## config.mk

```make
export PLATFORM = sky130hd
export DESIGN_NAME = dfd_cla_action_sequencer
export DESIGN_NICKNAME = d
export VERILOG_FILES = /design/src/rtl/dfd_cla_action_sequencer.sv
export SDC_FILE = /design/constraint.sdc
export NUM_CORES = 1
export LEC_CHECK = 0
export CAP_MARGIN = 10
export CORE_ASPECT_RATIO = 0.7
export CORE_MARGIN = 5
export CORE_UTILIZATION = 30
export CTS_CLUSTER_SIZE = 30
export DETAILED_ROUTE_END_ITERATION = 12
export MAX_ROUTING_LAYER = met4
export PLACE_DENSITY = 0.74
export SYNTH_ARGS = -nofsm -noshare
export SYNTH_HDL_FRONTEND = slang
export SYNTH_SLANG_ARGS = --single-unit
export TNS_END_PERCENT = 1
```

## constraint.sdc

```tcl
create_clock -name clock -period 10.22 [get_ports clock]
set_input_delay 2.044 -clock clock [delete_from_list [all_inputs] [get_ports clock]]
set_output_delay 2.044 -clock clock [all_outputs]
set_load 0.02 [all_outputs]
```

## src/rtl/dfd_cla_action_sequencer.sv

```systemverilog
// dfd_cla_action_sequencer
//   Consumer end of the CLA event bus. Evaluates the event/action pairs (EAPs)
//   of the current trigger node against event_bus every cycle. It drives
//   counter strobes and levels, cross-trigger pulses and the trace enable.
//   It advances the node on the winning (lowest-index) EAP match.
//
// Ports
//   clock, reset     : block clock, asynchronous active-high reset
//   cla_enable       : run enable; low holds node 0 with idle outputs
//   event_bus        : generator events (bit 1 always-on, bit 0 never-on)
//   eap_cfg          : EAP config words, word index = node*NUM_EAPS + eap
//   counter_inc/clr  : one-cycle increment / clear strobes per counter
//   counter_auto_en  : per-counter auto-increment level
//   xtrigger_out     : one-cycle cross-trigger pulses
//   trace_en         : trace capture enable level
//   current_node     : present sequencer node
//   eap_fired        : per-EAP match registered from the node just evaluated
module dfd_cla_action_sequencer #(
  parameter int unsigned NUM_EVENTS     = 64,
  parameter int unsigned NUM_NODES      = 4,
  parameter int unsigned NUM_EAPS       = 2,
  parameter int unsigned NUM_COUNTERS   = 2,
  parameter int unsigned XTRIGGER_WIDTH = 2,
  parameter int unsigned EAP_CFG_W      = 24
) (
  input  logic                                    clock,
  input  logic                                    reset,
  input  logic                                    cla_enable,
  input  logic [NUM_EVENTS-1:0]                   event_bus,
  input  logic [NUM_NODES*NUM_EAPS*EAP_CFG_W-1:0] eap_cfg,
  output logic [NUM_COUNTERS-1:0]                 counter_inc,
  output logic [NUM_COUNTERS-1:0]                 counter_clr,
  output logic [NUM_COUNTERS-1:0]                 counter_auto_en,
  output logic [XTRIGGER_WIDTH-1:0]               xtrigger_out,
  output logic                                    trace_en,
  output logic [1:0]                              current_node,
  output logic [NUM_EAPS-1:0]                     eap_fired
);

  localparam int unsigned SEL_W  = $clog2(NUM_EVENTS);
  localparam int unsigned F_SA   = 1;
  localparam int unsigned F_SB   = F_SA + SEL_W;
  localparam int unsigned F_OP   = F_SB + SEL_W;
  localparam int unsigned F_NEXT = F_OP + 2;
  localparam int unsigned F_ACT  = F_NEXT + 2;
  localparam int unsigned F_ARG  = F_ACT + 4;

  typedef enum logic [1:0] {
    OP_A    = 2'd0,
    OP_AND  = 2'd1,
    OP_OR   = 2'd2,
    OP_ANDN = 2'd3
  } op_e;

  typedef enum logic [3:0] {
    ACT_NONE      = 4'd0,
    ACT_INC       = 4'd1,
    ACT_CLR       = 4'd2,
    ACT_AUTO_ON   = 4'd3,
    ACT_AUTO_OFF  = 4'd4,
    ACT_XTRIG     = 4'd5,
    ACT_TRACE_ON  = 4'd6,
    ACT_TRACE_OFF = 4'd7
  } act_e;

  logic [1:0]                node_q, node_d;
  logic [NUM_COUNTERS-1:0]   inc_q, inc_d;
  logic [NUM_COUNTERS-1:0]   clr_q, clr_d;
  logic [NUM_COUNTERS-1:0]   auto_q, auto_d;
  logic [XTRIGGER_WIDTH-1:0] xtrig_q, xtrig_d;
  logic                      trace_q, trace_d;
  logic [NUM_EAPS-1:0]       fired_q, fired_d;

  logic [31:0]               base;
  logic [SEL_W-1:0]          sel_a, sel_b;
  logic                      ev_a, ev_b, match, hit, won;
  logic [1:0]                next_node;
  logic [31:0]               arg_idx;
  logic [NUM_COUNTERS-1:0]   cnt_sel;
  logic [XTRIGGER_WIDTH-1:0] xt_sel;
  logic [NUM_COUNTERS-1:0]   inc_req, clr_req, auto_on, auto_off;
  logic [XTRIGGER_WIDTH-1:0] xt_req;
  logic                      trace_on, trace_off;

  always_comb begin
    base      = '0;
    sel_a     = '0;
    sel_b     = '0;
    ev_a      = 1'b0;
    ev_b      = 1'b0;
    match     = 1'b0;
    hit       = 1'b0;
    won       = 1'b0;
    next_node = '0;
    arg_idx   = '0;
    cnt_sel   = '0;
    xt_sel    = '0;
    inc_req   = '0;
    clr_req   = '0;
    auto_on   = '0;
    auto_off  = '0;
    xt_req    = '0;
    trace_on  = 1'b0;
    trace_off = 1'b0;
    node_d    = node_q;
    fired_d   = '0;

    for (int unsigned k = 0; k < NUM_EAPS; k++) begin
      base  = (32'(node_q) * NUM_EAPS + k) * EAP_CFG_W;
      sel_a = eap_cfg[base + F_SA +: SEL_W];
      sel_b = eap_cfg[base + F_SB +: SEL_W];
      ev_a  = event_bus[sel_a];
      ev_b  = event_bus[sel_b];
      case (op_e'(eap_cfg[base + F_OP +: 2]))
        OP_A:    match = ev_a;
        OP_AND:  match = ev_a & ev_b;
        OP_OR:   match = ev_a | ev_b;
        default: match = ev_a & ~ev_b;
      endcase
      hit        = eap_cfg[base] & match;
      fired_d[k] = hit;

      // Only the first hit picks the node; out-of-range targets hold it.
      next_node = eap_cfg[base + F_NEXT +: 2];
      if (hit && !won) begin
        won = 1'b1;
        if (32'(next_node) < NUM_NODES) begin
          node_d = next_node;
        end
      end

      // Out-of-range arg decodes to an all-zero select, i.e. a no-op.
      arg_idx = 32'(eap_cfg[base + F_ARG +: 2]);
      for (int unsigned c = 0; c < NUM_COUNTERS; c++) begin
        cnt_sel[c] = (arg_idx == c);
      end
      for (int unsigned x = 0; x < XTRIGGER_WIDTH; x++) begin
        xt_sel[x] = (arg_idx == x);
      end

      if (hit) begin
        case (act_e'(eap_cfg[base + F_ACT +: 4]))
          ACT_INC:       inc_req  = inc_req  | cnt_sel;
          ACT_CLR:       clr_req  = clr_req  | cnt_sel;
          ACT_AUTO_ON:   auto_on  = auto_on  | cnt_sel;
          ACT_AUTO_OFF:  auto_off = auto_off | cnt_sel;
          ACT_XTRIG:     xt_req   = xt_req   | xt_sel;
          ACT_TRACE_ON:  trace_on  = 1'b1;
          ACT_TRACE_OFF: trace_off = 1'b1;
          default:       ;
        endcase
      end
    end

    // Conflict resolution: clear, disable and stop win over their opposites.
    inc_d   = inc_req & ~clr_req;
    clr_d   = clr_req;
    auto_d  = (auto_q | auto_on) & ~auto_off;
    xtrig_d = xt_req;
    trace_d = (trace_q | trace_on) & ~trace_off;

    if (!cla_enable) begin
      node_d  = '0;
      inc_d   = '0;
      clr_d   = '0;
      auto_d  = '0;
      xtrig_d = '0;
      trace_d = 1'b0;
      fired_d = '0;
    end
  end

  always_ff @(posedge clock or posedge reset) begin
    if (reset) begin
      node_q  <= '0;
      inc_q   <= '0;
      clr_q   <= '0;
      auto_q  <= '0;
      xtrig_q <= '0;
      trace_q <= 1'b0;
      fired_q <= '0;
    end else begin
      node_q  <= node_d;
      inc_q   <= inc_d;
      clr_q   <= clr_d;
      auto_q  <= auto_d;
      xtrig_q <= xtrig_d;
      trace_q <= trace_d;
      fired_q <= fired_d;
    end
  end

  assign current_node    = node_q;
  assign counter_inc     = inc_q;
  assign counter_clr     = clr_q;
  assign counter_auto_en = auto_q;
  assign xtrigger_out    = xtrig_q;
  assign trace_en        = trace_q;
  assign eap_fired       = fired_q;

endmodule

```

# Yosys cells after proc, flatten, opt, wreduce, memory -nomap -nowiden
# Index checks and enable logic that the tools add are counted.
# classes
add_sub_neg	13
n_mul	2
magnitude_cmp	6
n_eq_ne	21
shifts	12
muxes	52
bitwise	23
n_reduce_logical	6
# ops
operator	n
variable part select 192 x 10 -> 2 bit	3
variable part select 192 x 11 -> 2 bit	3
variable part select 192 x 10 -> 6 bit	2
variable part select 192 x 11 -> 6 bit	2
variable part select 192 x 10 -> 4 bit	1
variable part select 192 x 11 -> 4 bit	1
two-way mux 2 bit	28
equality test 4 x 3 -> 1 bit, second input constant	8
less-than comparator 6 x 7 -> 1 bit, second input constant	4
binary-select mux 1 bit (select 6 bit)	4
adder 9 x 4 -> 10 bit, second input constant	2
adder 9 x 5 -> 10 bit, second input constant	2
adder 8 x 4 -> 9 bit, second input constant	2
adder 8 x 5 -> 9 bit, second input constant	2
equality test 4 x 2 -> 1 bit, second input constant	4
two-way mux 1 bit	16
bitwise OR 2 bit	6
adder 9 x 1 -> 10 bit, second input constant	1
adder 9 x 3 -> 10 bit, second input constant	1
adder 8 x 1 -> 9 bit, second input constant	1
adder 8 x 3 -> 9 bit, second input constant	1
less-than comparator 8 x 9 -> 1 bit, second input constant	1
less-than comparator 9 bit, second input constant	1
equality test 2 x 1 -> 1 bit, second input constant	4
other kinds (17)	35
# word_totals
reg_bits	13
inputBits	259
elab_cells	142

# Longest topological paths before layout
# logic_depth
depth_word	16
depth_mapped	16
depth_no_buf	11

# Worst setup path before layout
# No wires, ideal clock.
# synth_timing
kind	in2reg
startpoint	input eap_cfg[175]
endpoint	register trace_q (netlist: trace_en)
arrival_time_ns	4.747
setup_slack_ns	5.379
stages	13
n_path_buf	2
path_cell_list	mux4_2 -> buf_2 -> buf_4 -> mux2i_1 -> a22oi_1 -> a21oi_1 -> nor4_1 -> a21oi_1 -> nor3b_2 -> o211ai_4 -> or4b_1 -> mux2i_1 -> a211oi_1
# synth_between
elab_chain_len	13
elab_cells_between_ends	50
# synth_lines
item	line	rtl
start, declared	30	input logic [NUM_NODES*NUM_EAPS*EAP_CFG_W-1:0] eap_cfg,
variable part select 192 x 10 -> 6 bit	111	sel_b = eap_cfg[base + F_SB +: SEL_W];
binary-select mux 1 bit (select 6 bit)	113	ev_b = event_bus[sel_b];
two-way mux 1 bit (not written as such)	113	
inverter 1 bit	118	default: match = ev_a & ~ev_b;
bitwise AND 1 bit	118	
one-hot mux 1 bit (3 select lines)	114	case (op_e'(eap_cfg[base + F_OP +: 2]))
bitwise AND 1 bit	120	hit = eap_cfg[base] & match;
two-way mux 1 bit	141	if (hit) begin
two-way mux 1 bit	142	case (act_e'(eap_cfg[base + F_ACT +: 4]))
two-way mux 1 bit	141	
bitwise OR 1 bit or inverter 1 bit (tied branches)	160	trace_d = (trace_q | trace_on) & ~trace_off;
bitwise AND 1 bit *	160	
two-way mux 1 bit *	162	if (!cla_enable) begin
named net trace_d	71	logic trace_q, trace_d;
end signal, assigned	188	trace_q <= trace_d;
end, declared	71	
# Mark *: on every way through the listed nets, which the timed path passes. The rest lies on a longest branch. The select of a mux whose other input is x is not followed.
# A chain may end at the register's enable or synchronous reset.

# Worst setup path after layout
# layout_timing
startpoint	input eap_cfg[79]
endpoint	register auto_q[1] (netlist: counter_auto_en[1])
# layout_between
elab_chain_len	14
elab_cells_between_ends	56
# layout_lines
item	line	rtl
variable part select 192 x 10 -> 6 bit	111	
binary-select mux 1 bit (select 6 bit)	113	
two-way mux 1 bit (not written as such)	113	
inverter 1 bit	118	
bitwise AND 1 bit	118	
one-hot mux 1 bit (3 select lines)	114	
bitwise AND 1 bit	120	
two-way mux 2 bit	141	
bitwise OR 2 bit, on equally long branches	145, 146	
two-way mux 2 bit	142	
two-way mux 2 bit	141	
bitwise OR 2 bit or inverter 2 bit (tied branches)	158	auto_d = (auto_q | auto_on) & ~auto_off;
bitwise AND 2 bit *	158	
two-way mux 2 bit *	162	
named net auto_d[1]	69	logic [NUM_COUNTERS-1:0] auto_q, auto_d;
end signal, assigned	186	auto_q <= auto_d;
end, declared	69	
# Marks and branches as above.

==> results list <==
- Entering global routing, the biggest net connects 44 pins.
- Post-Route Hold Slack: 631 ps
- Number of DRC violations after detailed-routing iteration 0: 429
* Run status: finished, final reports clean
- During I/O placement, the number of pins put on the boundary was 272.
* Synth Cell Area: 4610 um2
* CTS Hold Buffers Added: 0
- Number of setup violations in the final report: 0
- Router iterations before antenna repair: 5
- Post-route clock period utilization: roughly three fifths
- Vertical die dimension: 114 um
- At the end of routability-driven placement, the weighted congestion stood at ~0.95.
- Clock Pin Slew Worst Setup and Hold Paths: 50 ps
* Async set or reset register ratio after synthesis: 100%
* # nets final: 960
- The tool flagged a number of max-cap violations equal to 0.
* Fraction of final layout cells with drive strength greater than 1: 13.8%
- Vias: about 5300
- For this run, the total global-route usage over all layers was measured as between 20 and 25%.
- Number of cells produced by synthesis: 463
- By startpoint and endpoint, the worst setup path is classified as input pin to register.
- Final worst clock skew: just over 8 ps
* Area of the placeable core: 14900 um2
- Synthesis inferred 13 register bits.
- The netlist uses 73 different library cells.
* Wirelength, routed: 21100 um
- Max-slew violation count: 0
- Derived from the worst setup path, the maximum achievable clock frequency is 167 MHz.
* Chip width: 158 um
- Clock period minus worst slack: 5990 ps
- After global routing the overflow that remains totals 0.
* Post-Synthesis Net Count: 724
* CP startpoint kind: input pin
- Along the worst path, the maximum fanout reaches 32.
* Number of H-tree levels: 1
* Commonest cells after routing, fill and taps aside: sky130_fd_sc_hd__clkdlybuf4s50_1 (263), sky130_fd_sc_hd__mux2i_1 (106), sky130_fd_sc_hd__mux4_2 (54)
- Core Rows: 37
- The initial antenna violation count is 1.
- # clock sinks: 13
* Worst-case clock buffer depth: 2
- The first global-routing pass estimated slightly above 30000 um of wire.
- Post-CTS timing repair inserted 0 buffers for setup.
- Most frequent standard cell in the layout excluding fill and tap cells: sky130_fd_sc_hd__clkdlybuf4s50_1
- Power Dens Cells: approximately 150 nW/um2
* Yosys warning total: 0
* Leak: 2.77 nW
- For this configuration, the core starts out at a cell density of 31.0%.
- TNS Setup: 0 ps
* Utilization of the core after routing: 49.6%
* Number of hold-slack violations in the final timing report: 0
* Clock root cell: sky130_fd_sc_hd__clkbuf_16
- Count of instances resized after the clock tree is built: 0
- Using the TritonRoute via totals, the vias-per-cell ratio works out to 5.88.
- Among all flip-flop cells after synthesis, the most frequent one is sky130_fd_sc_hd__dfrtp_1.
- Clock latency on the worst-skew pair, taken at its later pin, is 250 ps.
* Area growth from synthesis to layout: 59.9%
- TritonCTS built the clock tree.
- Once detail routing completed, the nets flagged for antenna violations numbered 0.
* Total power after layout: 0.00114 W
* Number of synthesized flops with an enable pin: 0
- The worst hold path belongs to the class register to register.
- In this run, CTS created clock tree buffers numbering 3.
- Sequential cells were found to cover a little over 7% of the synthesized design area.
- Post-DR wirelength/cell: between 20 and 25 um
- Total half-perimeter wirelength after legalization and detailed placement: 17600 um
- Count of buffers from port buffering: approximately 260
- After synthesis, the mean cell area works out to 9.95 um2.
* Unrepaired setup endpoints after global routing: false
* Measured slew at the worst slew-check pin: 1040 ps
* Die area: 18000 um2
- For the worst setup path, the data required time is 10330 ps.
* IR drop worst, VDD: 131 uV
* Worst rel slew slack: a little under a third
- Remaining design rule violation count: 0
* Worst setup EP type: register
- The number of global-route vias before repair was 5416.
* Critical path arrival: 6100 ps
-- Yosys cell counts, drive strengths merged, types with 5 or more instances --
library cell  instances  share of area, %
a22o                  5              0.95
o22ai                 5              0.81
o21ai                12               1.4
nand2b                6              0.81
mux4                 58                29
nand3b                6              0.98
mux2i               106                23
a22oi                16               2.6
buf                  31               4.5
nor3                 11               1.4
o211ai                5               1.1
mux2                 17               4.2
a21oi                21               2.4
nor2b                11               1.7
dfrtp                13               7.1
nand3                14               1.6
nor2                 21               1.7
nand2                30               2.4
inv                  13               1.1
-- worst paths after layout --
kind	cells after the start	endpoint	startpoint	slack [ps]
min in group asynchronous	2	counter_clr[0]	reset	2130
worst max-delay path	12	counter_auto_en[1]	eap_cfg[79]	4230
worst max register to register	12	counter_auto_en[1]	current_node[0]	5660
worst min-delay path	2	counter_auto_en[0]	counter_auto_en[0]	630
worst min register to register	2	counter_auto_en[0]	counter_auto_en[0]	630
max in group asynchronous	2	current_node[0]	reset	7690
-- flip-flops by register name (all words and copies together) (netlist names) --
name,cells
counter_inc,2
xtrigger_out,2
counter_clr,2
eap_fired,2
current_node,2
trace_en,1
counter_auto_en,2
-- layout make-up --
class / count / area (um2)
repair buffers: 265 / 2650
fillers: 1356 / 7490
well taps: 195 / 244
clock buffers: 4 / 78.8
diodes: 1 / 2.50
inverters: 15 / 56.3
multi-input cells: 401 / 4010
flip-flops and latches: 13 / 330
-- critical path: stages --
cell                              delay (ps)
sky130_fd_sc_hd__clkdlybuf4s50_1         470
sky130_fd_sc_hd__mux4_2                  950
sky130_fd_sc_hd__mux2i_1                 180
sky130_fd_sc_hd__a22oi_1                 270
sky130_fd_sc_hd__a21oi_1                 140
sky130_fd_sc_hd__nor4_1                  450
sky130_fd_sc_hd__a21oi_1                 220
sky130_fd_sc_hd__nor3b_2                 260
sky130_fd_sc_hd__o211ai_4                180
sky130_fd_sc_hd__nor3_2                  390
sky130_fd_sc_hd__a221oi_1                150
sky130_fd_sc_hd__a2111oi_1               390
-- logic make-up after synthesis --
kind of cell	share of synthesized area, %
muxes	55.9
and+or+nand+nor	14.1
AOI/OAI and AO/OA	16.4
buffers and inverters	5.97
DFF	7.06
adders and majority gates	0.543
-- per-stage QoR --
step / instances / instance area (um2) / setup slack (ps)
6_report: 894 / 7370 / 4230
2_1_floorplan: 463 / 4610 / 5380
3_3_place_gp: 889 / 7290 / 4170
5_1_grt: 894 / 7370 / 4020
4_1_cts: 893 / 7360 / 4340
3_5_place_dp: 889 / 7290 / 4100
-- routing by layer --
metal / GRT usage [%] / part of all wire, % / vias up
met3: 4.25 / 9.8 / 24
met2: 34.6 / 45 / 320
li1: - / - / 2369
met5: - / 0 / -
met4: 3.98 / 1.5 / 0
met1: 31.4 / 44 / 2545
-- where the power goes --
part | internal, W | total (W) | switching, W
sequential | 0.0000600 | 0.0000747 | 0.0000147
clock | 0.0000526 | 0.0000744 | 0.0000218
combinational | 0.000467 | 0.000991 | 0.000524
Power figures use the tool's default switching activity.
==> edit 1: new RTL, same settings <==
The output `counter_inc` loses its register stage (`inc_q` becomes a continuous assignment).
--- a/src/rtl/dfd_cla_action_sequencer.sv
+++ b/src/rtl/dfd_cla_action_sequencer.sv
@@ -173,7 +173,6 @@
   always_ff @(posedge clock or posedge reset) begin
     if (reset) begin
       node_q  <= '0;
-      inc_q   <= '0;
       clr_q   <= '0;
       auto_q  <= '0;
       xtrig_q <= '0;
@@ -181,7 +180,6 @@
       fired_q <= '0;
     end else begin
       node_q  <= node_d;
-      inc_q   <= inc_d;
       clr_q   <= clr_d;
       auto_q  <= auto_d;
       xtrig_q <= xtrig_d;
@@ -190,6 +188,8 @@
     end
   end
 
+  assign inc_q = inc_d;
+
   assign current_node    = node_q;
   assign counter_inc     = inc_q;
   assign counter_clr     = clr_q;
Behaviour: not the same (a bounded check fails within 4 cycles, from zero or initial values and one cycle with reset high).
==> edit 1 against the original RTL <==
Final area fell by 0.65%; synthesized area fell by 1.1%; global-route usage rose by 1.1 points; sequential cell count fell by 2; setup slack got worse by 2.7 ns; synthesized cell count fell by 0.43%; wire length rose by 1.6%; power fell by 1.8%; critical path type is now in -> out; largest power group unchanged.
==> edit 1: results (changes against the original RTL) <==
----------------------------------------------------
[Run status]
  Result of the run ... completed (unchanged)

[Placement]
  Pre-CTS setup slack ... 1.69 ns (was 4.10 ns)
  Inst Count DP ... 887 (was 889)
  Placer's final routability congestion estimate ... 0.996 (was 0.946)
  Placed wire-length estimate ... 17900 um (was 17600 um)

[Timing]
  Clock skew after layout ... 0.00533 ns (was 0.00830 ns)
  Hold slack ... 0.667 ns (was 0.631 ns)
  Slew of the pin with the lowest slew margin ... 1.03 ns (was 1.04 ns)

[Logic synthesis]
  Total nets after synthesis ... 722 (was 724)
  Ranking of synthesized cells by area ... mux4_2 (27%), mux2i_1 (23%), dfrtp_1 (6.0%) (was mux4_2 (26%), mux2i_1 (23%), dfrtp_1 (7.1%))
  Sequential cell area fraction in the yosys report ... 6.04% (was 7.06%)
  Gate count after technology mapping ... 461 (was 463)

[Global routing]
  Global-route wire length before repair ... 31900 um (was 30900 um)
  Met2 Resource Use GR ... 37.0% (was 34.6%)
  Initial antenna violation count ... 2 (was 1)
  GRT met3 Usage ... 4.63% (was 4.25%)
  Number of global-route vias before repair ... 5521 (was 5416)
  Met1 track demand over resource in global routing ... 32.1% (was 31.4%)
  Overall global routing resource usage ... 23.7% (was 22.5%)
  Largest net degree at the start of global routing ... 33 (was 44)

[Worst setup path]
  Largest stage delay on the critical path ... 0.93 ns (was 0.95 ns)
  Kind of cell adding the most delay to the critical path ... simple AND/OR/NAND/NOR gates (was compound AO/OA/AOI/OAI gates)
  Reg-to-reg setup timing slack ... 5.27 ns (was 5.66 ns)
  Crit path arrival time ... 6.63 ns (was 6.10 ns)
  Worst reg2reg startpoint ... current_node[1]$_DFFE_PP0P_ (was current_node[0]$_DFFE_PP0P_)

[Drt]
  Wire length on met1 ... 8930 um (was 9300 um)
  Detailed-route wire length per cell ... 24.1 um (was 23.7 um)
  Wirelength, routed ... 21500 um (was 21100 um)
  Initial detailed-routing violation count ... 461 (was 429)
  Total length of routed met2 wires ... 9660 um (was 9460 um)
  Via count normalized by instance count ... 5.93 (was 5.88)
  Metal3 WL ... 2530 um (was 2070 um)

[Finish]
  # fillers ... 1337 (was 1356)
  Final #Nets ... 958 (was 960)
  Layout cells sized above 1 ... 13.8% (about the same)

[Power and ir drop]
  IR Drop Worst-Case VDD ... 83.9 uV (was 131 uV)

[Clock tree]
  Depth of the CTS H-tree ... 1 (unchanged)

----------------------------------------------------
edit 1: layout make-up:
class | count | area, um^2 | share of cell area (%)
antenna | 2 | 5.00 | 0.0684
clock buffer | 4 | 78.8 | 1.08
inverter | 15 | 56.3 | 0.769
multi-input combinational | 401 | 4010 | 54.8
sequential | 11 | 280 | 3.83
tap | 195 | 244 | 3.33
timing repair buffer | 265 | 2650 | 36.2
edit 1: logic make-up (layout without fill, tap and decap cells):
| kind of cell | after synthesis | after routing | share of synthesized area, % |
|---|---|---|---|
| fa+ha+maj | 2 | 2 | 0.549 |
| other cells | 0 | 2 | 0 |
| buf+inv | 49 | 284 | 6.04 |
| mux | 181 | 181 | 56.5 |
| compound gates | 101 | 101 | 16.6 |
| simple gates | 117 | 117 | 14.3 |
| flops | 11 | 11 | 6.04 |
edit 1: where the power goes:
group	leakage [nW]	switching, mW	internal [mW]
combinational	2.56	0.499	0.467
sequential	0.148	0.0298	0.0513
clock	0.0382	0.0199	0.0524
edit 1: how the worst max path moves through the flow:
stage	from	end	slack, ns	depth (start not counted)
2_1_floorplan	eap_cfg[175]	counter_inc[1]	3.40	13
3_3_place_gp	eap_cfg[127]	counter_inc[1]	1.76	13
3_5_place_dp	eap_cfg[175]	counter_inc[1]	1.69	13
4_1_cts	eap_cfg[79]	counter_inc[1]	1.68	13
5_1_grt	eap_cfg[79]	counter_inc[1]	1.36	13
6_report	eap_cfg[79]	counter_inc[1]	1.54	13
edit 1: worst min-delay path, delay by kind of cell (launching register included):
family | cells | cell delay, ns
DFF | 1 | 0.40
AOI/OAI and AO/OA | 2 | 0.22
==> edit 2: new RTL, same flow settings <==
Made on the original files. Set the parameter `NUM_COUNTERS` to 1 (it was 2).
--- a/src/rtl/dfd_cla_action_sequencer.sv
+++ b/src/rtl/dfd_cla_action_sequencer.sv
@@ -19,7 +19,7 @@
   parameter int unsigned NUM_EVENTS     = 64,
   parameter int unsigned NUM_NODES      = 4,
   parameter int unsigned NUM_EAPS       = 2,
-  parameter int unsigned NUM_COUNTERS   = 2,
+  parameter int unsigned NUM_COUNTERS   = 1,
   parameter int unsigned XTRIGGER_WIDTH = 2,
   parameter int unsigned EAP_CFG_W      = 24
 ) (
Ports: changed (resized counter_auto_en, counter_clr and counter_inc); port bits go from 272 to 269. No check against the original RTL was run, so the function may have changed too.
==> edit 2 against the original RTL <==
Fmax up 10%; first-iteration DRC count grew 3.0%; critical endpoint is now current_node[1]$_DFFE_PP0P_; synthesized area is 1.1% higher; sequential cell count down 3; wire length shrank 3.1%; global-route usage fell by 1.0 points; highest routed layer unchanged; critical path depth is the same; clock skew shrank 0.0074 ns; final area shrank 0.41%; count of clock-buffer cells in the layout is the same; power is 1.7% lower; setup slack improved by 0.56 ns.
==> edit 2: results (changes against the original RTL) <==
----------------------------------------------------
[Logic synthesis]
  Sequential cell area fraction in the yosys report ... 5.37% (was 7.06%)
  Post-Synthesis Mean Instance Area ... 10.4 um^2 (was 9.95 um^2)
  Ranking of synthesized cells by area ... mux4_2 (28%), mux2i_1 (26%), dfrtp_1 (5.4%) (was mux4_2 (26%), mux2i_1 (23%), dfrtp_1 (7.1%))
  Total nets after synthesis ... 708 (was 724)
  Post-synthesis compound-gate area fraction ... 11.7% (was 16.4%)
  Synthesized-area fraction occupied by adder cells ... 0.537% (was 0.543%)
  Synth cell count leaders ... mux2i_1 (119), mux4_2 (58), nand2_1 (31) (was mux2i_1 (106), mux4_2 (54), nand2_1 (30))
  Yosys cell types ... 67 (was 73)

[Global routing]
  Met2 Resource Use GR ... 31.7% (was 34.6%)
  GRT met3 Usage ... 5.18% (was 4.25%)
  Largest net degree at the start of global routing ... 55 (was 44)
  Initial antenna violation count ... 0 (was 1)
  Global-route wire length before repair ... 30200 um (was 30900 um)
  Number of global-route vias before repair ... 5177 (was 5416)

[Finish]
  Area of the multi-input gates ... 4090 um^2 (was 4010 um^2)
  Register fraction of the total cell area ... 3.48% (was 4.48%)
  Final cell count without fillers ... 877 (was 894)
  Fraction of cell area in non-clock buffers ... 35.7% (was 35.9%)
  Buffers outside the clock class ... 262 (was 265)
  Fraction of area in multi-input gates ... 55.8% (was 54.4%)
  Ant diodes ... 0 (was 1)
  Layout cells sized above 1 ... 14.9% (was 13.8%)
  Multi-input combinational cell count ... 393 (was 401)
  Count of non-CTS inverters in the layout ... 8 (was 15)

[Worst setup path]
  Reg-to-reg setup timing slack ... 6.02 ns (was 5.66 ns)
  CP endpoint ... current_node[1]$_DFFE_PP0P_ (was counter_auto_en[1]$_DFF_PP0_)
  Crit path arrival time ... 5.58 ns (was 6.10 ns)
  Crit Path Max Fanout ... 22 (was 32)
  Setup crit start ... eap_cfg[1] (was eap_cfg[79])

[Floorplanning]
  Rows ... 38 (was 37)

[Power and ir drop]
  Static leakage ... 2.75 nW (was 2.77 nW)
  IR Drop Worst-Case VDD ... 119 uV (was 131 uV)

[Timing]
  Slew of the pin with the lowest slew margin ... 0.814 ns (was 1.04 ns)
  Minimum clock period after layout ... 5.43 ns (was 5.99 ns)
  Hold slack ... 0.654 ns (was 0.631 ns)
  Clock skew after layout ... 0.000876 ns (was 0.00830 ns)

[Run status]
  Result of the run ... completed (unchanged)

[Placement]
  Placed wire-length estimate ... 17200 um (was 17600 um)
  Inst Count DP ... 873 (was 889)

[Worst hold path]
  Start point of the worst hold path ... trace_en$_DFF_PP0_ (was counter_auto_en[0]$_DFF_PP0_)

[Drt]
  Wirelength, routed ... 20500 um (was 21100 um)

----------------------------------------------------
edit 2: cell count changes after synthesis, moves of 5 or more:
cell / change
a21oi_1: -13
inv_1: -6
nand3_1: +6
o21ai_0: -5
a22oi_1: -9
mux2_2: -5
mux2i_1: +13
edit 2: power by group through the flow:
stage                     registers, mW  logic [mW]  clock network (mW)
final                            0.0569       0.987              0.0770
after global routing             0.0593        1.05              0.0799
after CTS                        0.0576       0.979              0.0791
after detailed placement         0.0581       0.975                   0
after global placement           0.0578       0.965                   0
after floorplan                  0.0594       0.723                   0
edit 2: critical path, stage by stage:
cell             delay [ns]
clkdlybuf4s50_1        0.48
mux4_2                 0.71
mux4_1                 0.65
mux2i_1                0.14
o21ai_1                0.11
and2_1                 0.20
o32ai_2                0.34
a31oi_2                0.17
nand3_4                0.16
a211oi_1               0.09
a41o_1                 0.28
a211oi_2               0.20
edit 2: metal layers:
layer,vias up,routed length (um)
li1,2312,-
met1,2512,9160
met2,306,9070
met3,28,1920
met4,0,357
met5,-,0
